$ cat config.mk
export PLATFORM = sky130hd
export DESIGN_NAME = id_ex_hazard_stage
export DESIGN_NICKNAME = d
export VERILOG_FILES = /design/src/rtl/id_ex_hazard_stage.sv
export SDC_FILE = /design/constraint.sdc
export NUM_CORES = 1
export LEC_CHECK = 0
export BUFFER_PORTS_ARGS = -buffer_cell sky130_fd_sc_hd__clkbuf_2
export CORE_ASPECT_RATIO = 0.6
export CORE_MARGIN = 2
export CORE_UTILIZATION = 41
export CTS_CLUSTER_DIAMETER = 80
export DETAILED_ROUTE_END_ITERATION = 8
export PLACE_DENSITY = 0.78
export SLEW_MARGIN = 20
export SYNTH_ARGS = -nofsm -noshare
export SYNTH_HDL_FRONTEND = slang
export SYNTH_SLANG_ARGS = --single-unit
$ cat constraint.sdc
create_clock -name clk -period 1.53 [get_ports clk]
set_input_delay 0.2295 -clock clk [delete_from_list [all_inputs] [get_ports clk]]
set_output_delay 0.2295 -clock clk [all_outputs]
set_load 0.005 [all_outputs]
$ cat src/rtl/id_ex_hazard_stage.sv
// ID/EX pipeline register with load-use detection; ID fields appear on ID_EX_* one cycle after sampling.
// A load-use hazard holds PC and IF/ID (stall) for STALL_CYCLES cycles while bubbles enter EX; flush overrides.
module id_ex_hazard_stage #(
    parameter int N            = 32,
    parameter int STALL_CYCLES = 1
) (
    input  logic         clk,
    input  logic         reset,
    input  logic         flush,
    input  logic         id_valid,
    input  logic [4:0]   IF_ID_Register_Rs1,
    input  logic [4:0]   IF_ID_Register_Rs2,
    input  logic [4:0]   IF_ID_Register_Rd,
    input  logic [N-1:0] id_read_data1,
    input  logic [N-1:0] id_read_data2,
    input  logic [N-1:0] id_imm,
    input  logic [N-1:0] id_pc,
    input  logic [2:0]   id_alu_op,
    input  logic         id_RegWrite,
    input  logic         id_MemRead,
    input  logic         id_MemWrite,
    input  logic         id_MemtoReg,
    input  logic         id_ALUSrc,
    output logic [4:0]   ID_EX_Register_Rs1,
    output logic [4:0]   ID_EX_Register_Rs2,
    output logic [4:0]   ID_EX_Register_Rd,
    output logic [N-1:0] ID_EX_read_data1,
    output logic [N-1:0] ID_EX_read_data2,
    output logic [N-1:0] ID_EX_imm,
    output logic [N-1:0] ID_EX_pc,
    output logic [2:0]   ID_EX_alu_op,
    output logic         ID_EX_RegWrite,
    output logic         ID_EX_MemRead,
    output logic         ID_EX_MemWrite,
    output logic         ID_EX_MemtoReg,
    output logic         ID_EX_ALUSrc,
    output logic         ID_EX_valid,
    output logic         hazard_selector,
    output logic         stall
);

    typedef enum logic {S_RUN, S_STALL} state_t;

    localparam logic [1:0] CNT_INIT = 2'(STALL_CYCLES - 1);

    state_t       r_state, w_state_nxt;
    logic [1:0]   r_cnt, w_cnt_nxt;
    logic         w_lu_hit, w_bubble;

    logic [4:0]   r_rs1, r_rs2, r_rd;
    logic [N-1:0] r_rd1, r_rd2, r_imm, r_pc;
    logic [2:0]   r_alu_op;
    logic         r_reg_write, r_mem_read, r_mem_write, r_mem_to_reg, r_alu_src;
    logic         r_valid, r_hazard_sel;

    assign w_lu_hit = r_valid & r_mem_read & (r_rd != 5'd0) & id_valid &
                      ((r_rd == IF_ID_Register_Rs1) | (r_rd == IF_ID_Register_Rs2));

    always_ff @(posedge clk) begin
        if (!reset) begin
            r_state <= S_RUN;
            r_cnt   <= 2'd0;
        end else begin
            r_state <= w_state_nxt;
            r_cnt   <= w_cnt_nxt;
        end
    end

    // Reset outranks everything, so stall is forced low while reset is asserted.
    always_comb begin
        w_state_nxt = r_state;
        w_cnt_nxt   = r_cnt;
        w_bubble    = 1'b0;
        stall       = 1'b0;
        if (reset) begin
            case (r_state)
                S_RUN: begin
                    if (flush) begin
                        w_bubble = 1'b1;
                    end else if (w_lu_hit) begin
                        stall       = 1'b1;
                        w_bubble    = 1'b1;
                        w_cnt_nxt   = CNT_INIT;
                        w_state_nxt = (CNT_INIT != 2'd0) ? S_STALL : S_RUN;
                    end
                end
                S_STALL: begin
                    w_bubble = 1'b1;
                    if (flush) begin
                        w_state_nxt = S_RUN;
                        w_cnt_nxt   = 2'd0;
                    end else begin
                        stall = 1'b1;
                        if (r_cnt <= 2'd1) begin
                            w_state_nxt = S_RUN;
                            w_cnt_nxt   = 2'd0;
                        end else begin
                            w_cnt_nxt = r_cnt - 2'd1;
                        end
                    end
                end
                default: begin
                    w_state_nxt = S_RUN;
                    w_cnt_nxt   = 2'd0;
                end
            endcase
        end
    end

    // Bubbles clear control and register ids; data and pc keep their stale values.
    always_ff @(posedge clk) begin
        if (!reset) begin
            r_rs1        <= 5'd0;
            r_rs2        <= 5'd0;
            r_rd         <= 5'd0;
            r_rd1        <= '0;
            r_rd2        <= '0;
            r_imm        <= '0;
            r_pc         <= '0;
            r_alu_op     <= 3'd0;
            r_reg_write  <= 1'b0;
            r_mem_read   <= 1'b0;
            r_mem_write  <= 1'b0;
            r_mem_to_reg <= 1'b0;
            r_alu_src    <= 1'b0;
            r_valid      <= 1'b0;
            r_hazard_sel <= 1'b1;
        end else if (w_bubble) begin
            r_rs1        <= 5'd0;
            r_rs2        <= 5'd0;
            r_rd         <= 5'd0;
            r_alu_op     <= 3'd0;
            r_reg_write  <= 1'b0;
            r_mem_read   <= 1'b0;
            r_mem_write  <= 1'b0;
            r_mem_to_reg <= 1'b0;
            r_alu_src    <= 1'b0;
            r_valid      <= 1'b0;
            r_hazard_sel <= 1'b1;
        end else begin
            r_rs1        <= IF_ID_Register_Rs1;
            r_rs2        <= IF_ID_Register_Rs2;
            r_rd         <= IF_ID_Register_Rd;
            r_rd1        <= id_read_data1;
            r_rd2        <= id_read_data2;
            r_imm        <= id_imm;
            r_pc         <= id_pc;
            r_alu_op     <= id_alu_op;
            r_reg_write  <= id_RegWrite;
            r_mem_read   <= id_MemRead;
            r_mem_write  <= id_MemWrite;
            r_mem_to_reg <= id_MemtoReg;
            r_alu_src    <= id_ALUSrc;
            r_valid      <= id_valid;
            r_hazard_sel <= ~id_valid;
        end
    end

    assign ID_EX_Register_Rs1 = r_rs1;
    assign ID_EX_Register_Rs2 = r_rs2;
    assign ID_EX_Register_Rd  = r_rd;
    assign ID_EX_read_data1   = r_rd1;
    assign ID_EX_read_data2   = r_rd2;
    assign ID_EX_imm          = r_imm;
    assign ID_EX_pc           = r_pc;
    assign ID_EX_alu_op       = r_alu_op;
    assign ID_EX_RegWrite     = r_reg_write;
    assign ID_EX_MemRead      = r_mem_read;
    assign ID_EX_MemWrite     = r_mem_write;
    assign ID_EX_MemtoReg     = r_mem_to_reg;
    assign ID_EX_ALUSrc       = r_alu_src;
    assign ID_EX_valid        = r_valid;
    assign hazard_selector    = r_hazard_sel;

endmodule

Word-level counts from Yosys, hierarchy flattened
Index checks and enable logic that the tools add are counted.
{"block": "op_classes", "add_sub_neg": 1, "order_cmp": 1, "eq_ne": 4, "n_mux": 16, "bitwise": 8, "reduce_logical": 3}
{"op": "$eq 5x5->1", "count": 2}
{"op": "$mux 1", "count": 8}
{"op": "$mux 2", "count": 4}
{"op": "$pmux 1 s2", "count": 3}
{"op": "$reduce_bool 5->1", "count": 1}
{"op": "$and 1x1->1", "count": 4}
{"op": "$ne 2x2->1 const B", "count": 2}
{"op": "$pmux 2 s2", "count": 1}
{"op": "$not 1->1", "count": 3}
{"op": "$le 2x1->1 const B", "count": 1}
{"op": "$reduce_and 2->1", "count": 1}
{"op": "$reduce_or 2->1", "count": 1}
{"op": "$sub 2x1->2 const B", "count": 1}
{"op": "$or 1x1->1", "count": 1}
{"block": "word_totals", "reg_bits": 156, "in_bits": 155, "output_inout_bits": 154, "word_cells": 50}

Depth between registers and ports, before layout
{"block": "depth", "ltp_word": 9, "depth_mapped": 7, "depth_no_buf": 5}

Worst setup path after synthesis
No wires, ideal clock.
{"block": "synth_path", "kind": "register to register", "from": "register r_rd[0], in the netlist ID_EX_Register_Rd[0]", "to": "register r_rd1[0], in the netlist ID_EX_read_data1[0]", "setup_time_ns": 0.072, "arrival_ns": 1.517, "path_slack_ns": -0.059, "stages_incl_launch_ff": 7, "path_buffers": 2, "period_less_slack_ns": 1.589, "cell_sequence": "dfxtp_1 -> nor3_1 -> a21oi_1 -> a211oi_4 -> buf_6 -> buf_12 -> mux2i_1"}
{"block": "synth_between", "elab_chain_len": 8, "elab_cells_between_ends": 11}
{"item": "start: declaration", "line_no": "50", "source": "logic [4:0] r_rs1, r_rs2, r_rd;"}
{"item": "start signal: assignment", "line_no": "143", "source": "r_rd <= IF_ID_Register_Rd;"}
{"item": "$reduce_bool 5->1", "line_no": "56", "source": "assign w_lu_hit = r_valid & r_mem_read & (r_rd != 5'd0) & id_valid &"}
{"item": "$and 1x1->1 (2 in a row)", "line_no": "56"}
{"item": "$and 1x1->1 (*)", "line_no": "56"}
{"item": "$mux 1 (*)", "line_no": "80", "source": "end else if (w_lu_hit) begin"}
{"item": "$mux 1 (*)", "line_no": "78", "source": "if (flush) begin"}
{"item": "$pmux 1 s2 (*)", "line_no": "76", "source": "case (r_state)"}
{"item": "$mux 1 (*)", "line_no": "75", "source": "if (reset) begin"}
{"item": "end signal: assignment", "line_no": "144", "source": "r_rd1 <= id_read_data1;"}
{"item": "end: declaration", "line_no": "51", "source": "logic [N-1:0] r_rd1, r_rd2, r_imm, r_pc;"}
Mark *: on every way between the ends. The rest lies on a longest branch, timed or not.
A chain may end at the register's enable or synchronous reset.

Final worst setup path
{"block": "layout_path", "from": "register r_rd[2], in the netlist ID_EX_Register_Rd[2]", "to": "register r_imm[15], in the netlist ID_EX_imm[15]"}
{"block": "layout_between", "elab_chain_len": 8, "elab_cells_between_ends": 11}
{"item": "$reduce_bool 5->1", "line_no": "56"}
{"item": "$and 1x1->1 (2 in a row)", "line_no": "56"}
{"item": "$and 1x1->1 (*)", "line_no": "56"}
{"item": "$mux 1 (*)", "line_no": "80"}
{"item": "$mux 1 (*)", "line_no": "78"}
{"item": "$pmux 1 s2 (*)", "line_no": "76"}
{"item": "$mux 1 (*)", "line_no": "75"}
{"item": "end signal: assignment", "line_no": "146", "source": "r_imm <= id_imm;"}
{"item": "end: declaration", "line_no": "51"}
Marks and branches as above.

==> metrics.txt <==
status=finished, violations left; violated checks=negative setup slack; most frequent cells in the layout=clkbuf_2, nand2_1, dfxtp_1, mux2i_1, and2_1; dpl cells=1127; routed length per instance=14.1 µm; Distinct cells, synth=21; period utilization=1.21; Row Count=34; multiplexer share of the synthesized area=0.208; #FFs+latches synth=156; asr flop ratio synth=0; Chip Width=162 µm; post-synthesis sequential area ratio=0.508; setup TNS=-28980 ps; worst hold path class=in2reg; antenna-violating nets left=0; io pins=309; Critical Path AT=2180 ps; Clk Latency, worst-skew pair=410 ps; pwr dens=1110 nW/µm²; Post-Syn Nets=797; hold_sp=id_alu_op[2]; total CTS buffers=17; most common cell type on the critical path=buf_6; worst reg2reg startpoint=ID_EX_Register_Rd[2]$_SDFF_PP0_; cell family with most CP delay=buffers and inverters; P_leak=4.60 nW; Final nets=1120; RSZ-0062 raised after global routing=true; Critical Path Fanout Max=7; largest net degree at the start of global routing=114; post-synthesis compound-gate area fraction=0.0142; Max Clock Skew=14.7 ps; most common cell after layout, fill and taps aside=clkbuf_2; Tot GR Track Use=0.198; largest family of logic cells by synthesized area=multiplexers; endpoints failing hold=0; WHS=14.0 ps; Synth Cell Area=6150 µm²; ys flop type=dfxtp_1; simple logic cell fraction of the synthesized area=0.192; area of the multi-input gates=2720 µm²; drt drc=0; Core Region=14600 µm²; IO Port Bufs=308; Reg-to-Reg End=ID_EX_imm[15]$_SDFFE_PN0N_; clk sinks=156; Reg2Reg Depth=10; max_slew headroom=0.698; worst-path cell chain=xnor2_2, nand2_1, o22ai_4, buf_6, a211oi_4, buf_6, buf_12, buf_6, buf_12, mux2i_1; maximum vdd drop=0.687 mV; Total Die Area=16000 µm²; Die Span Y=98.9 µm; XOR/XNOR Fraction of Synth Area=0.0142; fin cells=1176; initial antenna violation count=0; Pre-antenna DRT Iters=4; Via density=4.56; ant diodes=0; vias in the first global route=5268; initial core utilization=0.422; Area Overhead vs Synth=44.7%; Synth Instances=642; WS Path Type=reg2reg; RePlAce Congestion=0.775; Detail Placement HPWL=11.7 mm; fmax=540 MHz; crit start category=flip-flop; DRT iter0 DRCs=280; Avg Inst Size Synth=9.58 µm²; fraction of layout cells with a size suffix above 1=0.408; first-pass GRT wire length=25.6 mm; number of synthesized flops with an enable pin=0; clock slew at reported path FFs=70 ps; worst setup margin=-321 ps; CP max stage cell=dfxtp_4; FF+latch area=3140 µm²; post-route minimum period=1850 ps; Post-Route WL=16.6 mm; Critical Path Sink Type=flip-flop; Pins Over Slew Limit=0; yosys warns=0; CTS tree=yes; critical path data required time=1860 ps; Longest Clk Path Bufs=2; area post-placement=7860 µm²; final setup violation count=154; maxcap violations=0; CP bufs+invs=5; H-tree Lvls=4; fillers=1253; GRT overflow=0; Clock Tree Root=clkbuf_16; adder-cell share of the synthesized area=0; Critical Path Max Stage Delay=370 ps; hold path depth=2; Worst-Margin Slew=453 ps; flop-to-flop setup slack=-320 ps; finished layout cell area=8900 µm²; Worst Hold End=ID_EX_alu_op[2]$_SDFF_PP0_; Vias=5361
==> cell families (layout without fill, tap and decap cells) <==
group                  after synthesis  after routing
multiplexers                       128            128
AND/OR/NAND/NOR                    294            294
XOR/XNOR                            10             10
buffers and inverters               46            382
AO/OA/AOI/OAI                        8              8
flip-flops                         156            156
==> worst max path at each step <==
stage | start | endpoint | slack, ps | cells after the start
finish | ID_EX_Register_Rd[2]$_SDFF_PP0_ | ID_EX_imm[15]$_SDFFE_PN0N_ | -320 | 10
global route | ID_EX_Register_Rd[1]$_SDFF_PP0_ | ID_EX_imm[0]$_SDFFE_PN0N_ | -430 | 10
CTS | ID_EX_Register_Rd[0]$_SDFF_PP0_ | stall | -330 | 7
detailed placement | IF_ID_Register_Rs1[2] | ID_EX_imm[4]$_SDFFE_PN0N_ | -170 | 8
global placement | IF_ID_Register_Rs1[2] | ID_EX_pc[2]$_SDFFE_PN0N_ | -90 | 8
floorplan | ID_EX_Register_Rd[2]$_SDFF_PP0_ | ID_EX_read_data1[0]$_SDFFE_PN0N_ | -5 | 7
==> registers in the layout, summed over array words and instances, names as in the netlist <==
| signal | cells |
|---|---|
| ID_EX_MemWrite | 1 |
| hazard_selector | 1 |
| ID_EX_Register_Rs1 | 5 |
| r_cnt | 2 |
| ID_EX_Register_Rd | 5 |
| ID_EX_imm | 32 |
| ID_EX_MemtoReg | 1 |
| ID_EX_valid | 1 |
| ID_EX_Register_Rs2 | 5 |
| r_state | 1 |
| ID_EX_RegWrite | 1 |
| ID_EX_read_data2 | 32 |
| ID_EX_ALUSrc | 1 |
| ID_EX_MemRead | 1 |
| ID_EX_alu_op | 3 |
| ID_EX_pc | 32 |
| ID_EX_read_data1 | 32 |
==> Yosys cell counts (2+ instances only) <==
| library cell | instances | area (µm²) |
|---|---|---|
| xnor2_1 | 10 | 87.6 |
| dfxtp_1 | 156 | 3120 |
| nor2_1 | 3 | 11.3 |
| a21oi_1 | 2 | 10.0 |
| nand2_1 | 261 | 980 |
| nand3_2 | 2 | 20.0 |
| mux2i_1 | 128 | 1280 |
| and2_1 | 24 | 150 |
| clkbuf_1 | 31 | 116 |
| buf_12 | 13 | 260 |
| nor3_1 | 2 | 10.0 |
==> routing by layer <==
metal  routed length, µm  track usage
met1                7350        0.238
met5                   0            0
met4                 251       0.0640
met2                7860        0.336
met3                1150       0.0665
==> stage by stage <==
step	util	total power [mW]	setup slack, ps
3_5_place_dp	0.538	5.64	-169
3_3_place_gp	0.538	5.61	-85.9
4_1_cts	0.596	9.92	-330
2_1_floorplan	-	5.10	-4.61
5_1_grt	0.610	10.3	-431
6_report	0.610	9.90	-321
==> where the power goes <==
group | total (mW) | leakage, nW | internal (mW) | switching (mW)
sequential | 4.42 | 1.29 | 4.29 | 0.129
clock | 4.22 | 0.287 | 2.32 | 1.90
combinational | 1.26 | 3.02 | 0.684 | 0.575
==> timing repair <==
action	in CTS	in global routing
endpoints found under the setup margin	153	156
pin swaps	10	5
buffers inserted	3	2
endpoints found under the hold margin	4	0
cloned	3	5
hold buffers	4	0
gates resized for setup	22	26
==> cell type report <==
class / count / share of cell area
flip-flops and latches: 156 / 0.353
inverters: 1 / 0.000422
well taps: 198 / 0.0278
repair buffers: 349 / 0.249
multi-input cells: 440 / 0.305
clock inverters: 14 / 0.0166
clock buffers: 18 / 0.0482
Power figures use the tool's default switching activity.
